File: src/rtl/image_ram_writer.sv
// image_ram_writer: streams one grayscale frame (or a constant fill) into a
// 32-bit-wide RAM, one pixel per word, in raster order.
module image_ram_writer #(
    parameter int unsigned IMG_WIDTH   = 256,
    parameter int unsigned IMG_HEIGHT  = 256,
    parameter logic [7:0]  CLEAR_VALUE = 8'd255
) (
    input  logic        clk,
    input  logic        reset,
    input  logic        start,
    input  logic        clear,
    input  logic        pix_valid,
    input  logic [7:0]  pix_data,
    output logic        pix_ready,
    output logic [15:0] address,
    output logic [31:0] data,
    output logic        wren,
    output logic        busy,
    output logic        done,
    output logic        frame_error
);

    typedef enum logic [1:0] {
        StIdle  = 2'd0,
        StLoad  = 2'd1,
        StClear = 2'd2,
        StDone  = 2'd3
    } state_e;

    localparam logic [15:0] LastX = 16'(IMG_WIDTH - 1);
    localparam logic [15:0] LastY = 16'(IMG_HEIGHT - 1);
    localparam logic [15:0] Width = 16'(IMG_WIDTH);

    state_e      r_state;
    logic [15:0] r_x;
    logic [15:0] r_y;
    logic [15:0] r_address;
    logic [31:0] r_data;
    logic        r_wren;
    logic        r_frame_error;

    logic [15:0] w_addr;
    logic        w_last_x;
    logic        w_last_pix;
    logic        w_accept;

    // Raster address of the current (x, y) position and end-of-line/frame flags
    always_comb begin
        w_addr     = r_x + Width * r_y;
        w_last_x   = (r_x == LastX);
        w_last_pix = w_last_x && (r_y == LastY);
        w_accept   = (r_state == StLoad) && pix_valid;
    end

    // Control FSM, pixel counters and registered RAM write port
    always_ff @(posedge clk or negedge reset) begin
        if (!reset) begin
            r_state       <= StIdle;
            r_x           <= 16'd0;
            r_y           <= 16'd0;
            r_address     <= 16'd0;
            r_data        <= 32'd0;
            r_wren        <= 1'b0;
            r_frame_error <= 1'b0;
        end else begin
            r_wren <= 1'b0;
            // A stray beat outside LOAD is always a protocol error
            if (pix_valid && (r_state != StLoad)) begin
                r_frame_error <= 1'b1;
            end
            case (r_state)
                StIdle: begin
                    if (clear || start) begin
                        r_state       <= clear ? StClear : StLoad;
                        r_x           <= 16'd0;
                        r_y           <= 16'd0;
                        // Accepted request clears the flag unless a stray beat
                        // arrives in the very same cycle
                        r_frame_error <= pix_valid;
                    end
                end
                StLoad, StClear: begin
                    if (w_accept || (r_state == StClear)) begin
                        r_wren    <= 1'b1;
                        r_address <= w_addr;
                        r_data    <= {24'd0, (r_state == StClear) ? CLEAR_VALUE : pix_data};
                        if (w_last_pix) begin
                            r_state <= StDone;
                            r_x     <= 16'd0;
                            r_y     <= 16'd0;
                        end else if (w_last_x) begin
                            r_x <= 16'd0;
                            r_y <= r_y + 16'd1;
                        end else begin
                            r_x <= r_x + 16'd1;
                        end
                    end
                end
                StDone: begin
                    r_state <= StIdle;
                end
                default: begin
                    r_state <= StIdle;
                end
            endcase
        end
    end

    // Status outputs are pure decodes of the registered state
    always_comb begin
        pix_ready   = (r_state == StLoad);
        busy        = (r_state == StLoad) || (r_state == StClear);
        done        = (r_state == StDone);
        address     = r_address;
        data        = r_data;
        wren        = r_wren;
        frame_error = r_frame_error;
    end

endmodule

File: config.mk
export PLATFORM = sky130hd
export DESIGN_NAME = image_ram_writer
export DESIGN_NICKNAME = d
export VERILOG_FILES = /design/src/rtl/image_ram_writer.sv
export SDC_FILE = /design/constraint.sdc
export NUM_CORES = 1
export LEC_CHECK = 0
export CORE_MARGIN = 8
export CORE_UTILIZATION = 48
export CTS_CLUSTER_SIZE = 14
export DETAILED_ROUTE_END_ITERATION = 6
export PLACE_DENSITY_LB_ADDON = 0.1
export SETUP_SLACK_MARGIN = 0.5
export SYNTH_ARGS = -nofsm -noshare
export SYNTH_HDL_FRONTEND = slang
export SYNTH_SLANG_ARGS = --single-unit
File: constraint.sdc
create_clock -name clk -period 2.3 [get_ports clk]
set_clock_uncertainty 0.2 [all_clocks]
set_input_delay 0.345 -clock clk [delete_from_list [all_inputs] [get_ports clk]]
set_output_delay 0.345 -clock clk [all_outputs]
set_load 0.05 [all_outputs]
==> impl_results.md, run 1 <==
* Run status: finished, final reports clean
* Switching Share at 0.457
* Number of H-tree branching levels at 3
* Wire length after detailed routing at between 9000 and 10000 microns
* Number of buffers added on ports at 41
* Critical path peak fanout at 7
* Power Total at about 7.6 mW
* Portion of total power attributed to combinational logic at 0.702
* Share of the clock period used by the worst path after layout at 0.941
* Via count at roughly 3.2k
* Asr flop ratio synth at 1.00
* Worst Setup Start Kind: flop
* Placed wire-length estimate at a little over 6000 microns
* GR Util All Layers at 0.186
* Switching power of the nets at roughly 3.5 mW
* Setup slack, reg-to-reg at 0.14 ns
* Max Freq at between 0.4 and 0.5 GHz
* Crit Path Category: reg -> reg
* Placeable Area at a little over 7000 sq um
* Arrival time at the worst endpoint at ~2.2 ns
* Min-Delay Path Class: reg -> reg
* Setup repair after global routing missed its margin: yes
* Total number of placement rows at 31
* Boundary Pins at 66
* Post-route antenna net violation count at 0
* Req. time, crit path at about 2.4 ns
* Critical-path cell list: nand4_1 > buf_4 > or2_4 > or4_1 > a21oi_1
* Crit path capture type: flop
* Width of the die at 102 microns
* Initial antenna violation count at 0
* PD cells at around 1500 nW/um^2
* Internal portion of total power at roughly 4 mW
* Via count of the first global-routing pass at ~3.1k
* Final weighted congestion in routability-driven placement at 0.888
* Post-Syn Area at between 3000 and 4000 sq um
* Highest cell delay on the worst timing path at between 0.5 and 0.6 ns
* Die height at just over 100 microns
* Max-Slew Margin vs Limit at 0.654
* DR vias/cell at around 5.4
* Cell at the root of the clock tree: clkbuf_8
* Final setup viols at 0
* Worst-Margin Slew at 0.518 ns
* Final instance count without filler cells at approximately 600
* CTS tree: yes
* Number of synthesized register bits at 60
* Largest net degree at the start of global routing at 40
* Synth warn at 0
* Number of CTS-inserted buffers at 9
* EDFF count, synth at 0
* Clock period minus worst slack at 2.16 ns
* Initial cell density of the core at 0.494
* Peak supply drop at around 1.1 mV
* Worst-case clock buffer depth at 2
* Die footprint at 10500 sq um
* Fin nets at 526
* Post-placement setup slack at -0.00951 ns
* Maxcap violations at 0
* Routed len/inst at ~17 microns
* Pins over their slew limit at 0
* Clock Power Share at 0.112
* Global-route wire length before repair at approximately 15000 microns
* Post-route worst setup slack at about 0.14 ns
* Avg Inst Size Synth at around 9.2 sq um
* Number of placed instances with taps included at approximately 540
* Fin Setup TNS at 0 ns
* Register area share after synthesis at 0.419
* Library cell contributing the largest single delay on the critical path: dfrtp_1
* Residual DRC count at 0
* Layout cells sized above 1 at 0.322
* Number of DRC markers in iteration 0 at approximately 180
* Top library cells by usage in the layout, fill and taps aside: dfrtp_1 (56), buf_4 (49), nand2_1 (42), o21ai_0 (26), conb_1 (24)
* Most common cell after layout, fill and taps aside: dfrtp_1
* # diodes at 0
* Flip-flop cell with the highest count after synthesis: dfrtp_1
* Leakage at approximately 2.3 nW
* Post-Synthesis Cells at ~390
* Crit path buffers/inverters at 1
* Number of search-and-repair iterations in the first detailed-routing pass at 5
* Count of unique library cells instantiated by Yosys at 56
* Largest delay share family, worst path: simple AND/OR/NAND/NOR gates
* Synth-to-layout area growth at 45.0%
* Portion of total power attributed to sequential cells at 0.186
* Insertion delay to the later sink of the worst-skew pair at roughly 0.34 ns
* Grt total ovfl at 0
* Hold Fails Final Rpt at 0
* Utilization after layout at 0.716
* Sinks on Clock Net at 60
* Clock transition time at the flip-flop clock pins of the worst setup and hold paths at approximately 0.070 ns
## synth_stat cells (2+ instances only)
library cell  number  area (sq um)
nand4b_1           2          17.5
clkbuf_1           4          15.0
nand4_1           11          68.8
a211oi_2           2          25.0
and3_1             3          18.8
ha_1              14           175
o21ai_0           44           220
nor2_4             2          22.5
buf_4             27           203
nor3b_1            2          15.0
a21oi_1           24           120
buf_6              3          33.8
mux2i_1            2          20.0
nand2b_1           2          12.5
nand2_1           43           161
nor3_1             2          10.0
o22ai_1            2          12.5
or3_1             13          81.3
nor4_1             3          18.8
or2_2              2          12.5
mux2_2             7          78.8
o21ai_1            3          15.0
a22o_1             3          26.3
nor4_4             2          42.5
o31ai_1            7          52.6
dfrtp_1           60          1500
o2bb2ai_1          2          17.5
inv_1             18          67.6
xnor2_1            2          17.5
and2_1             3          18.8
or4_1              6          45.0
a21o_1             2          15.0
xor2_1             3          26.3
a21oi_2            2          17.5
nor2_1            21          78.8
nand3_1           16          80.1
buf_2              5          25.0
## path summary, 6_finish.rpt
check | start | end | cells after the start
worst max-delay path | r_y[2]$_DFFE_PN0P_ | r_y[6]$_DFFE_PN0P_ | 5
worst max register to register | r_y[2]$_DFFE_PN0P_ | r_y[6]$_DFFE_PN0P_ | 5
min in group asynchronous | reset | wren$_DFF_PN0_ | 2
worst min-delay path | data[7]$_DFFE_PN0P_ | data[7]$_DFFE_PN0P_ | 2
worst min register to register | data[7]$_DFFE_PN0P_ | data[7]$_DFFE_PN0P_ | 2
max in group asynchronous | reset | r_x[8]$_DFFE_PN0P_ | 3
## per-stage QoR
step / area [sq um] / hold slack [ns]
floorplan: 3820 / -0.151
global placement: 4280 / 0.149
detailed placement: 4280 / 0.145
CTS: 4810 / 0.277
global route: 5190 / 0.315
finish: 5190 / 0.286
## cell type report
| type | instances | area, sq um |
|---|---|---|
| Multi-Input combinational cell | 295 | 2140 |
| Fill cell | 520 | 2060 |
| Sequential cell | 60 | 1510 |
| Timing Repair Buffer | 114 | 1180 |
| Clock buffer | 12 | 145 |
| Tap cell | 99 | 124 |
| Inverter | 18 | 71.3 |
| Clock inverter | 4 | 25.0 |
## registers in the layout, summed over array words and instances (netlist names)
name	flops
address	16
r_state	2
data	8
frame_error	1
r_y	16
r_x	16
wren	1
## metal layers
metal  track usage  wire (microns)  up-vias
met2         0.298            4860      100
met5             0               0        -
met1         0.237            4280     1557
li1              -               -     1570
met4        0.0779             268        0
met3        0.0375             564       21
## kinds of logic after synthesis
kind of cell / count (synthesis) / share of synthesized area
multiplexers: 9 / 0.0276
adder cells (fa/ha/maj): 15 / 0.0545
other: 1 / 0.00105
buffers and inverters: 57 / 0.0960
AND/OR/NAND/NOR: 140 / 0.216
flip-flops: 60 / 0.419
AO/OA/AOI/OAI: 101 / 0.174
XOR/XNOR: 5 / 0.0122
## worst min-delay path: stages, from the launching register on
cell and delay (ns):
dfrtp_1 0.35, nand2_1 0.04, o21ai_0 0.06
## power by group through the flow
stage	sequential, mW	clock, mW	combinational, mW
final	1.41	0.850	5.32
after CTS	1.40	0.857	4.64
after global placement	1.42	0	3.82
after global routing	1.44	0.917	5.63
after floorplan	1.90	0	2.35
after detailed placement	1.43	0	3.84
## what timing repair did
action	4_1_cts	5_1_grt
pin swaps	10	16
setup endpoints to repair	85	76
gates resized for setup	51	65
hold buffers	1	0
hold endpoints to repair	21	0
buffers inserted	21	16
gates cloned	5	2
No activity file was read; power rests on OpenSTA's default activity.
==> run 2, diff against run 1 <==
==> constraint.sdc (replaced) <==
create_clock -name clk -period 2.3 [get_ports clk]
set_clock_uncertainty 0.2 [all_clocks]
set_input_delay 0.345 -clock clk [delete_from_list [all_inputs] [get_ports clk]]
set_output_delay 0.345 -clock clk [all_outputs]
set_load 0.02 [all_outputs]
==> impl_results.md, run 2 (synthesis gave the netlist of run 1 again) <==
* Worst Setup Start Kind: flop
* Critical path peak fanout at 13
* Area occupied by multi-input gates at 2200 sq um
* Boundary Pins at 66
* Largest net degree at the start of global routing at 40
* Hold Fails Final Rpt at 0
* Fin nets at approximately 540
* Worst Reg-to-Reg Cells at 6
* Setup slack, reg-to-reg at about 0.13 ns
* GR Util All Layers at 0.203
* Final setup viols at 0
* Setup repair after global routing missed its margin: yes
* Grt total ovfl at 0
* Placeable Area at around 7300 sq um
* Sinks on Clock Net at 60
* Number of DRC markers in iteration 0 at roughly 260
* Synth-to-layout area growth at 47.4%
* Top library cells by usage in the layout, fill and taps aside: buf_4 (57), dfrtp_1 (54), nand2_1 (43), dlygate4sd2_1 (27), conb_1 (24)
* Fill count at 542
* Max-Slew Margin vs Limit at 0.648
* Crit Path Category: reg -> reg
* Arrival time at the worst endpoint at roughly 2.2 ns
* Final weighted congestion in routability-driven placement at around 0.79
* Worst Hold Path EP: address[13]$_DFFE_PN0P_
* Number of CTS-inserted buffers at 9
* Layout cells sized above 1 at 0.346
* Peak supply drop at 1.27 mV
* Placed wire-length estimate at 6120 microns
* Global-route wire length before repair at approximately 17000 microns
* Via count of the first global-routing pass at roughly 3.4k
* Crit path capture type: flop
* Utilization after layout at 0.728
* Die height at between 100 and 150 microns
* Routed len/inst at between 15 and 20 microns
* Leakage at approximately 2.4 nW
* PD cells at about 1400 nW/um^2
* Source of the worst register-to-register timing path: r_y[8]$_DFFE_PN0P_
* Total number of placement rows at 31
* Maxcap violations at 0
* Insertion delay to the later sink of the worst-skew pair at approximately 0.35 ns
* Max Freq at around 0.46 GHz
* Worst-case clock buffer depth at 2
* Via count at around 3.4k
* Run status: finished, final reports clean
* Min-Delay Path Class: reg -> reg
* Hold Path Origin: address[13]$_DFFE_PN0P_
* Initial antenna violation count at 0
* Power Total at slightly above 7 mW
* Cell at the root of the clock tree: clkbuf_8
* Clock period minus worst slack at ~2.2 ns
* Die footprint at about 10000 sq um
* Req. time, crit path at 2.33 ns
* Wire length after detailed routing at roughly 10000 microns
* End of the worst register-to-register path: r_y[2]$_DFFE_PN0P_
* Share of the clock period used by the worst path after layout at 0.942
* Most common cell after layout, fill and taps aside: buf_4
* Width of the die at between 100 and 150 microns
* # diodes at 0
* DR vias/cell at between 5 and 6
* Clock transition time at the flip-flop clock pins of the worst setup and hold paths at ~0.070 ns
* Number of search-and-repair iterations in the first detailed-routing pass at 4
* Post-route antenna net violation count at 0
* Number of cells on the worst hold path at 2
* Number of H-tree branching levels at 3
* CTS tree: yes
* Pins over their slew limit at 0
* Residual DRC count at 0
* Combined flip-flop and latch cell area at 1510 sq um
* Initial cell density of the core at 0.494
* Worst-Margin Slew at ~0.53 ns
* Number of buffers added on ports at between 40 and 50
## run 2: power breakdown
part / switching [mW] / internal [mW] / total (mW)
registers: 0.140 / 1.27 / 1.41
logic: 2.45 / 2.32 / 4.77
clock network: 0.476 / 0.505 / 0.981
total: 3.07 / 4.10 / 7.17
## run 2: per-stage QoR
stage	instance area (sq um)	setup TNS (ns)	instances	worst slack [ns]	hold WS, ns
CTS	5110	0	602	0.164	0.280
detailed placement	4330	-0.0722	545	-0.0453	0.156
floorplan	3870	0	411	0.165	-0.151
finish	5280	0	611	0.133	0.274
global placement	4330	-0.00609	545	-0.00609	0.151
global route	5280	0	611	0.0521	0.303
## run 2: worst max-delay path by stage
stage                                start                  end  slack, ns  cells past startpoint
floorplan           r_state[1]$_DFFE_PN0P_  r_x[14]$_DFFE_PN0P_       0.16                      7
global route        r_state[1]$_DFFE_PN0P_   r_y[4]$_DFFE_PN0P_       0.05                      8
detailed placement               pix_valid  r_x[13]$_DFFE_PN0P_      -0.05                      7
finish                  r_y[8]$_DFFE_PN0P_   r_y[2]$_DFFE_PN0P_       0.13                      6
CTS                 r_state[1]$_DFFE_PN0P_   r_y[8]$_DFFE_PN0P_       0.16                      8
global placement                 pix_valid  r_x[13]$_DFFE_PN0P_     -0.006                      7
## run 2: metal layers
layer	global-route usage	wire [microns]	up-vias
li1	-	-	1583
met1	0.237	4320	1637
met2	0.355	5110	125
met3	0.0490	641	24
met4	0.0655	261	0
met5	0	0	-
## run 2: what timing repair did
item | 4_1_cts | 5_1_grt
endpoints found under the setup margin | 87 | 62
buffers inserted | 37 | 9
resized for setup | 89 | 39
endpoints found under the hold margin | 21 | 0
hold buffers | 1 | 0
gates cloned | 3 | 0
pin swaps | 30 | 15
## run 2: worst max-delay path, stage by stage (launching register included)
cell and delay, ns:
dfrtp_1 0.41, or4_4 0.55, nor4_4 0.34, a31oi_4 0.19, nor2_4 0.15, buf_12 0.15
a21oi_1 0.05
## run 2: area by class of cell
type                    instances  area share
inverters                      18      0.0128
clock inverters                 7      0.0145
well taps                      99      0.0235
multi-input cells             295       0.417
clock buffers                   9      0.0235
flip-flops and latches         60       0.286
repair buffers                123       0.223
